$ cat src/rtl/operand_fetch.sv
// Decode-stage operand fetch: register-file read, E/W bypass, load-use and
// back-to-back hazard detection, and a valid/ready register feeding Execute.
module operand_fetch #(
  parameter int XLEN = 32,
  parameter int AW   = 5,
  parameter int SCW  = 16
) (
  input  logic            clk,
  input  logic            reset_n,
  input  logic            flush,
  input  logic            in_valid,
  output logic            in_ready,
  input  logic [AW-1:0]   rs1,
  input  logic [AW-1:0]   rs2,
  input  logic            rs1_used,
  input  logic            rs2_used,
  input  logic [AW-1:0]   rd,
  input  logic            rd_we,
  input  logic            is_load,
  output logic [AW-1:0]   A1,
  output logic [AW-1:0]   A2,
  input  logic [XLEN-1:0] RD1,
  input  logic [XLEN-1:0] RD2,
  input  logic            RegWE_E,
  input  logic [AW-1:0]   A3,
  input  logic [XLEN-1:0] WD3,
  input  logic            E_is_load,
  input  logic            RegWE_W,
  input  logic [AW-1:0]   A4,
  input  logic [XLEN-1:0] WD4,
  output logic            out_valid,
  input  logic            out_ready,
  output logic [XLEN-1:0] op1,
  output logic [XLEN-1:0] op2,
  output logic [AW-1:0]   out_rd,
  output logic            out_rd_we,
  output logic            out_is_load,
  output logic [SCW-1:0]  stall_cnt
);

  logic            r_valid;
  logic [XLEN-1:0] r_op1;
  logic [XLEN-1:0] r_op2;
  logic [AW-1:0]   r_rd;
  logic            r_rd_we;
  logic            r_is_load;
  logic [SCW-1:0]  r_stall;

  logic [XLEN-1:0] w_op1;
  logic [XLEN-1:0] w_op2;
  logic            w_haz1;
  logic            w_haz2;
  logic            w_hazard;
  logic            w_accept;

  // Newest producer wins: Execute (unless its data is a pending load) over
  // Writeback over the register file, which only commits at the edge.
  function automatic logic [XLEN-1:0] resolve(
    input logic [AW-1:0]   rs,
    input logic [XLEN-1:0] rf,
    input logic            we_e,
    input logic            ld_e,
    input logic [AW-1:0]   a_e,
    input logic [XLEN-1:0] d_e,
    input logic            we_w,
    input logic [AW-1:0]   a_w,
    input logic [XLEN-1:0] d_w
  );
    logic [XLEN-1:0] v;
    if (rs == '0)                         v = '0;
    else if (we_e && !ld_e && a_e == rs)  v = d_e;
    else if (we_w && a_w == rs)           v = d_w;
    else                                  v = rf;
    return v;
  endfunction

  function automatic logic hazard_of(
    input logic          used,
    input logic [AW-1:0] rs,
    input logic          we_e,
    input logic          ld_e,
    input logic [AW-1:0] a_e,
    input logic          hv,
    input logic          hwe,
    input logic [AW-1:0] hrd
  );
    logic h;
    h = 1'b0;
    if (used && rs != '0) begin
      if (we_e && ld_e && a_e == rs) h = 1'b1;
      if (hv && hwe && hrd == rs)    h = 1'b1;
    end
    return h;
  endfunction

  always_comb begin
    w_op1  = resolve(rs1, RD1, RegWE_E, E_is_load, A3, WD3, RegWE_W, A4, WD4);
    w_op2  = resolve(rs2, RD2, RegWE_E, E_is_load, A3, WD3, RegWE_W, A4, WD4);
    w_haz1 = hazard_of(rs1_used, rs1, RegWE_E, E_is_load, A3, r_valid, r_rd_we, r_rd);
    w_haz2 = hazard_of(rs2_used, rs2, RegWE_E, E_is_load, A3, r_valid, r_rd_we, r_rd);
  end

  assign w_hazard = w_haz1 || w_haz2;
  assign in_ready = !flush && !w_hazard && (!r_valid || out_ready);
  assign w_accept = in_valid && in_ready;

  assign A1          = rs1;
  assign A2          = rs2;
  assign out_valid   = r_valid;
  assign op1         = r_op1;
  assign op2         = r_op2;
  assign out_rd      = r_rd;
  assign out_rd_we   = r_rd_we;
  assign out_is_load = r_is_load;
  assign stall_cnt   = r_stall;

  always_ff @(posedge clk or negedge reset_n) begin
    if (!reset_n) begin
      r_valid   <= 1'b0;
      r_op1     <= '0;
      r_op2     <= '0;
      r_rd      <= '0;
      r_rd_we   <= 1'b0;
      r_is_load <= 1'b0;
    end else if (flush) begin
      r_valid <= 1'b0;
    end else if (w_accept) begin
      r_valid   <= 1'b1;
      r_op1     <= w_op1;
      r_op2     <= w_op2;
      r_rd      <= rd;
      r_rd_we   <= rd_we;
      r_is_load <= is_load;
    end else if (out_ready) begin
      r_valid <= 1'b0;
    end
  end

  always_ff @(posedge clk or negedge reset_n) begin
    if (!reset_n) begin
      r_stall <= '0;
    end else if (in_valid && !in_ready && !flush && r_stall != '1) begin
      r_stall <= r_stall + 1'b1;
    end
  end

endmodule

$ cat config.mk
export PLATFORM = sky130hd
export DESIGN_NAME = operand_fetch
export DESIGN_NICKNAME = d
export VERILOG_FILES = /design/src/rtl/operand_fetch.sv
export SDC_FILE = /design/constraint.sdc
export NUM_CORES = 1
export LEC_CHECK = 0
export ABC_CLOCK_PERIOD_IN_PS = 2740
export CAP_MARGIN = 30
export CORE_MARGIN = 2
export CORE_UTILIZATION = 41
export CTS_BUF_LIST = sky130_fd_sc_hd__clkbuf_16
export DETAILED_ROUTE_END_ITERATION = 10
export GPL_ROUTABILITY_DRIVEN = 0
export HOLD_SLACK_MARGIN = 0.06
export PLACE_DENSITY = 0.9
export SETUP_SLACK_MARGIN = 0.5
export SYNTH_ARGS = -nofsm -noshare
export SYNTH_HDL_FRONTEND = slang
export SYNTH_SLANG_ARGS = --single-unit
export TNS_END_PERCENT = 5
$ cat constraint.sdc
create_clock -name clk -period 2.74 [get_ports clk]
set_input_delay 0.548 -clock clk [delete_from_list [all_inputs] [get_ports clk]]
set_output_delay 0.548 -clock clk [all_outputs]
set_load 0.02 [all_outputs]
# After elaboration in Yosys (flattened, before gate mapping)
# Index checks and enable logic that the tools add are counted.
# classes
n_addsub	1
n_eq_ne	7
n_mux	15
n_bitwise	1
reduce_logical	32
# ops
cell	count
two-way mux 32 bit	6
equality test 5 bit	6
logical AND 1 bit	19
adder 16 x 1 -> 16 bit, second input constant	1
inequality test 16 bit, second input constant	1
zero test 5 bit	2
nonzero test 5 bit	2
two-way mux 1 bit	9
zero test 1 bit	5
nonzero test 3 bit	1
logical OR 1 bit	2
AND reduction 2 bit	1
NOT 1 bit	1
# totals
register_bits	88
in_bits	165
out_inout_bits	99
wordCells	63

# Longest topological paths before layout
# Gate-level depths: netlist of the first run.
# depth
word_depth	13
ltp_mapped	10
ltp_nobuf	7

# Least setup slack after synthesis of the first run
# OpenSTA, ideal clock, no wires.
# synth_timing
kind	input to output
startpoint	in rs2[1]
endpoint	out in_ready
arrival_ns	1.995
t_required_ns	2.192
setup_slack_ns	0.197
stages	6
n_path_buf	1
path_cell_list	or4_4 -> nor2_4 -> nand4b_1 -> nand4b_1 -> nor2_1 -> buf_2
# synth_between
elab_chain_cells	9
word_cells_on_any_way	13
cone_classes	eq/ne: 2; mux: 3; reduce/logical: 8
# synth_lines
element	line	source
start, declared	14	input logic [AW-1:0] rs2,
equality test 5 bit	90	if (we_e && ld_e && a_e == rs) h = 1'b1;
logical AND 1 bit	90	
two-way mux 1 bit	90	
two-way mux 1 bit	91	if (hv && hwe && hrd == rs) h = 1'b1;
two-way mux 1 bit (*)	89	if (used && rs != '0) begin
logical OR 1 bit (*)	103	assign w_hazard = w_haz1 || w_haz2;
zero test 1 bit (*)	104	assign in_ready = !flush && !w_hazard && (!r_valid || out_ready);
logical AND 1 bit (*) (2 in a row)	104	
end, declared	12	output logic in_ready,
# Mark *: on every way between the ends. The rest lies on a longest branch, timed or not.

# Final worst setup path of the first run
# layout_timing
startpoint	in rs2[2]
endpoint	reg r_op1[25] (netlist: op1[25])
# layout_between
elab_chain_cells	11
word_cells_on_any_way	15
cone_classes	eq/ne: 2; mux: 3; reduce/logical: 10
# layout_lines
element	line	source
equality test 5 bit	90	
logical AND 1 bit	90	
two-way mux 1 bit	90	
two-way mux 1 bit	91	
two-way mux 1 bit (*)	89	
logical OR 1 bit (*)	103	
zero test 1 bit (*)	104	
logical AND 1 bit (*) (2 in a row)	104	
logical AND 1 bit (*)	105	assign w_accept = in_valid && in_ready;
AND reduction 2 bit (no line) (*)	--	
end signal, assigned	129	r_op1 <= w_op1;
end, declared	42	logic [XLEN-1:0] r_op1;
# Marked as above.
# A chain may end at the register's enable or synchronous reset.

==> results of run 1 <==
cells by family after synthesis:
kind of cell,count (synthesis),synth area share [%]
flip-flops,88,41.3
multiplexers,74,14.6
adder cells (fa/ha/maj),1,0.235
XOR/XNOR,43,7.07
AND/OR/NAND/NOR,195,16.2
AO/OA/AOI/OAI,132,15.5
buffers and inverters,53,5.14
layout make-up:
class	count	area share [%]
sequential	88	23.0
clock inverter	7	1.16
timing repair buffer	332	37.3
multi-input combinational	445	33.9
clock buffer	9	2.35
tap	172	2.24
flip-flops by register name, summed over array words and instances (netlist names):
name         count
op2             32
op1             32
stall_cnt       16
out_rd_we        1
out_rd           5
out_is_load      1
out_valid        1
power by group through the flow:
stage | Combinational (mW) | Clock (mW) | Sequential [mW]
after global placement | 1.56 | 0 | 1.70
after global routing | 1.99 | 1.48 | 1.73
after floorplan | 0.429 | 0 | 1.96
final | 1.89 | 1.40 | 1.70
after CTS | 1.82 | 1.41 | 1.69
after detailed placement | 1.60 | 0 | 1.71
critical path, stage by stage:
cell       delay, ps
buf_6            100
or4_4            560
nor2_4           130
nand4b_1         150
nand4b_1         160
buf_4            170
or3b_4           400
buf_12           160
buf_8            130
clkbuf_16        160
o31ai_1          280
timing repair:
action,in CTS,in global routing
pin swaps,22,12
buffers inserted,17,0
gates cloned,9,4
resized for setup,107,22
setup endpoints to repair,99,90
per-stage QoR:
stage	cells	total power, mW	setup TNS, ps	setup slack [ps]	hold WS, ps
4_1_cts	1049	4.93	0	116	229
6_report	1053	4.99	0	25.9	213
3_5_place_dp	1007	3.31	-29010	-512	465
5_1_grt	1053	5.20	-5.50	-5.50	267
3_3_place_gp	1007	3.26	-23830	-472	458
2_1_floorplan	586	2.39	0	240	252
layout by cell type (no fill, tap or decap), drive strengths merged:
cell	instances
or2	1
nor2b	1
dlygate4sd2	8
buf	73
nor4	11
inv	1
o21ai	66
xor2	36
nor3	9
nand2	138
nand3	7
clkdlybuf4s50	246
or3	1
o31ai	65
bufinv	3
xnor2	7
clkinv	3
mux2i	64
a21oi	1
clkbuf	11
ha	1
mux2	10
dfrtp	88
nor2	8
dlymetal6s2s	3
or3b	1
nand4	5
and3	3
nand2b	3
or4	3
nand4b	4
worst paths after layout:
check / start / end / slack [ps] / depth (start not counted)
hold reg to reg: op1[29] / op1[29] / 480 / 2
hold / removal: reset_n / out_is_load / 210 / 1
min in group clk: op1[29] / op1[29] / 480 / 2
max in group asynchronous: reset_n / out_rd[4] / 1860 / 2
setup / recovery: rs2[2] / op1[25] / 30 / 11
setup reg to reg: out_rd[1] / stall_cnt[12] / 170 / 10
metal layers:
metal | part of all wire [%] | up-vias | global-route usage, %
met1 | 37 | 2795 | 34.5
li1 | - | 2675 | -
met4 | 3.7 | 0 | 12.2
met2 | 52 | 310 | 52.4
met3 | 7.3 | 62 | 5.62
met5 | 0 | - | 0
==> impl_metrics.toml, run 1 <==
[outcome]
status = "complete, no violations"

[die]
io_pins = 264
rows = 41
core_mm2 = 0.0127
floorplan.initialDensity_pct = 42.0
fp.dieH_um = 118
die_x_um = 118
die_area_mm2 = 0.0139

[pwr]
power_density_mw_per_mm2 = 520
p_int_mw = 3.40
sw_frac_of_total_pct = 31.9
clockPowerShare_pct = 28.1
p_seq_share_pct = 34.1
combPwrFrac_pct = 37.8
ir_worst_vdd_uv = 297
power.switching_mw = 1.59
leakagePower_nw = 4.05

[grt]
grt_usage_pct = 29.4
grt_pass1_vias = 6026
antenna_found_initial = 0
grt_max_degree = 65
overflow = 0
grt_pass1_wl_um = 32400

[route]
viasPerCell = 5.55
drtPass1Iterations = 5
ant_nets = 0
vias = 5842
drt_iter0_drc = 354
drc = 0
wl_per_cell_um = 20.2
wl_um = 21300

[synth]
synth_edf_count = 0
synth-main-ff-cell = "dfrtp_1"
async_flop_share_pct = 100
syn-num-nets = 752
synth.most_common_cell = "nand2_1"
yosysTopAreaCell = "dfrtp_1"
netlist_instances = 586
ys_ff_latch = 88
synth_area_mm2 = 0.00533
synth_cell_types = 32
yosysSeqAreaShare_pct = 41.3
yosys-top-cells-count = "nand2_1 (138), dfrtp_1 (88), o21ai_0 (66)"
yosys.area.top_type_share_pct = 41.3
synth.avg_cell_area_um2 = 9.09
synthTopCellsByArea = "dfrtp_1 (41%), mux2i_1 (12%), nand2_1 (9.7%)"
yosys_warnings = 0

[worst_setup_path]
start_kind = "input pin"
path_class = "in -> reg"
arrival_ps = 2940
cp.required_ps = 2970
endpoint_kind = "flip-flop"
cp_max_fo = 5

[clocking]
hold_buffers = 0
tritoncts = "yes"
insertion_delay_ps = 340
cts_buffers = 9
cts_root_buf = "clkbuf_16"
clock-sinks = 88
clkTransAtPathRegs_ps = 70
h-tree-depth = 3
clk_path_buf_depth = 2

[timing]
tightestPinTransition_ps = 631
fin_crit_ps = 2710
fin_skew_ps = 7.68
setup_viol = 0
relSlewSlack_pct = 57.6
fmaxAchievable_mhz = 368
rsz0062_at_grt = "yes"
slew_violations = 0
fin_crit_sh_pct = 99.1
final_hold_viol_count = 0

[placement]
hpwl_um = 13300
port_buffers = 263
dpl_cell_area_mm2 = 0.00832

[layout]
multi_input_area_mm2 = 0.00326
final_cell_area_mm2 = 0.00959
area_growth_pct = 80.1
regArea_mm2 = 0.00221
fin_util_pct = 75.7
fin_nets = 1042
drive_gt1_share_pct = 17.5
fillers = 830
diodes = 0

[hold_path]
min_path_type = "in -> async"

[flow_run]
cap_viol_max_count = 0
(Power assumes the default switching activity.)
==> run 2, diff against run 1 <==
PLACE_DENSITY = 0.83   (was 0.9)
==> impl_metrics.toml, run 2 (synthesized netlist as in run 1, its figures left out) <==
[route]
drt_iter0_drc = 457
wl_um = 21200
drc = 0
vias = 5966
drtPass1Iterations = 5
wl_per_cell_um = 20.2
ant_nets = 0
viasPerCell = 5.69

[worst_setup_path]
endpoint_kind = "flip-flop"
cp.required_ps = 2940
cp_max_fo = 10
arrival_ps = 2790
start_kind = "input pin"
path_class = "in -> reg"

[pwr]
ir_worst_vdd_uv = 250
power_density_mw_per_mm2 = 497
finalPower_mw = 4.70
leakagePower_nw = 3.97

[die]
rows = 41
io_pins = 264
floorplan.initialDensity_pct = 42.0
core_mm2 = 0.0127
fp.dieH_um = 118
die_area_mm2 = 0.0139
die_x_um = 118

[timing]
fmaxAchievable_mhz = 386
setup_viol = 0
fin_skew_ps = 9.83
rsz0062_at_grt = "yes"
fin_crit_sh_pct = 94.6
final_hold_viol_count = 0
slew_violations = 0
fin_crit_ps = 2590
tightestPinTransition_ps = 640
relSlewSlack_pct = 57.3

[grt]
antenna_found_initial = 0
grt_pass1_vias = 5992
overflow = 0
grt_usage_pct = 27.7
grt_max_degree = 65
grt_pass1_wl_um = 31000

[clocking]
cts_buffers = 9
clock-sinks = 88
h-tree-depth = 3
tritoncts = "yes"
insertion_delay_ps = 340
cts_root_buf = "clkbuf_16"
clkTransAtPathRegs_ps = 70
clk_path_buf_depth = 2

[placement]
port_buffers = 263
hpwl_um = 13600
placed_cells = 1009

[layout]
multi_input_area_mm2 = 0.00326
final_common_cell = "clkdlybuf4s50_1"
fin_nets = 1038
final_cell_count_no_fill = 1049
area_growth_pct = 77.6
layout_common_cells = "clkdlybuf4s50_1 (245), nand2_1 (119), dfrtp_1 (88), o21ai_0 (65), mux2i_1 (64)"
diodes = 0
fillers = 861
drive_gt1_share_pct = 17.3
regArea_mm2 = 0.00220

[hold_path]
min_path_type = "in -> async"

[outcome]
status = "complete, no violations"

[flow_run]
cap_viol_max_count = 0
-- run 2: changes by cell type in the layout (fill, tap and decap cells not counted), sizes merged --
| cell | before | now |
|---|---|---|
| inv | 1 | 2 |
| clkdlybuf4s50 | 246 | 245 |
| clkinvlp | 0 | 2 |
| clkbuf | 11 | 15 |
| bufinv | 3 | 0 |
| dlymetal6s2s | 3 | 2 |
| clkdlybuf4s15 | 0 | 2 |
| buf | 73 | 65 |
-- run 2: worst max-delay path, stage by stage --
cell and delay [ps]:
buf_6 90, or4_4 540, nor2_4 120, nand4b_1 120, nand4b_1 140, buf_4 160
or3b_4 420, buf_12 150, buf_12 140, buf_16 150, nand2_2 110, o31ai_4 90
-- run 2: through the flow --
stage	instance area (µm²)	hold WS, ps	worst slack (ps)	setup TNS, ps	util, %
CTS	9070	236	204	0	71.6
detailed placement	8330	465	-507	-28310	65.7
floorplan	5350	252	240	0	-
global route	9460	265	114	0	74.7
global placement	8330	460	-487	-22670	65.7
finish	9460	215	149	0	74.7
-- run 2: area by class of cell --
class / instances / share of cell area, %
Tap cell: 172 / 2.27
Multi-Input combinational cell: 445 / 34.4
Sequential cell: 88 / 23.3
Clock inverter: 7 / 0.489
Timing Repair Buffer: 328 / 37.2
Clock buffer: 9 / 2.38
-- run 2: layer usage --
metal	track usage (%)	wire [µm]
met1	32.2	8140
met2	49.3	10900
met3	5.33	1340
met4	12.6	844
met5	0	0
-- run 2: timing repair --
action                                  CTS  global route
pin swaps                                17            28
setup buffers                            11             0
hold buffers                              0             0
gates resized for setup                  80            51
endpoints found under the setup margin   98            88
hold endpoints to repair                  0             0
gates cloned                              6             7
-- run 2: power by group --
part | switching [mW] | internal, mW | total [mW]
Clock | 0.532 | 0.615 | 1.15
Sequential | 0.206 | 1.52 | 1.72
Combinational | 0.867 | 0.967 | 1.83
-- run 2: path summary, 6_finish.rpt --
path                           start       endpoint  slack (ps)  cells past startpoint
setup / recovery              rs2[2]        op1[24]         150                     12
hold / removal               reset_n      out_rd[2]         220                      1
setup reg to reg           out_rd[2]  stall_cnt[12]         370                      8
hold reg to reg              op1[13]        op1[13]         470                      2
max in group asynchronous    reset_n         op2[1]        1840                      2
min in group clk             op1[13]        op1[13]         470                      2
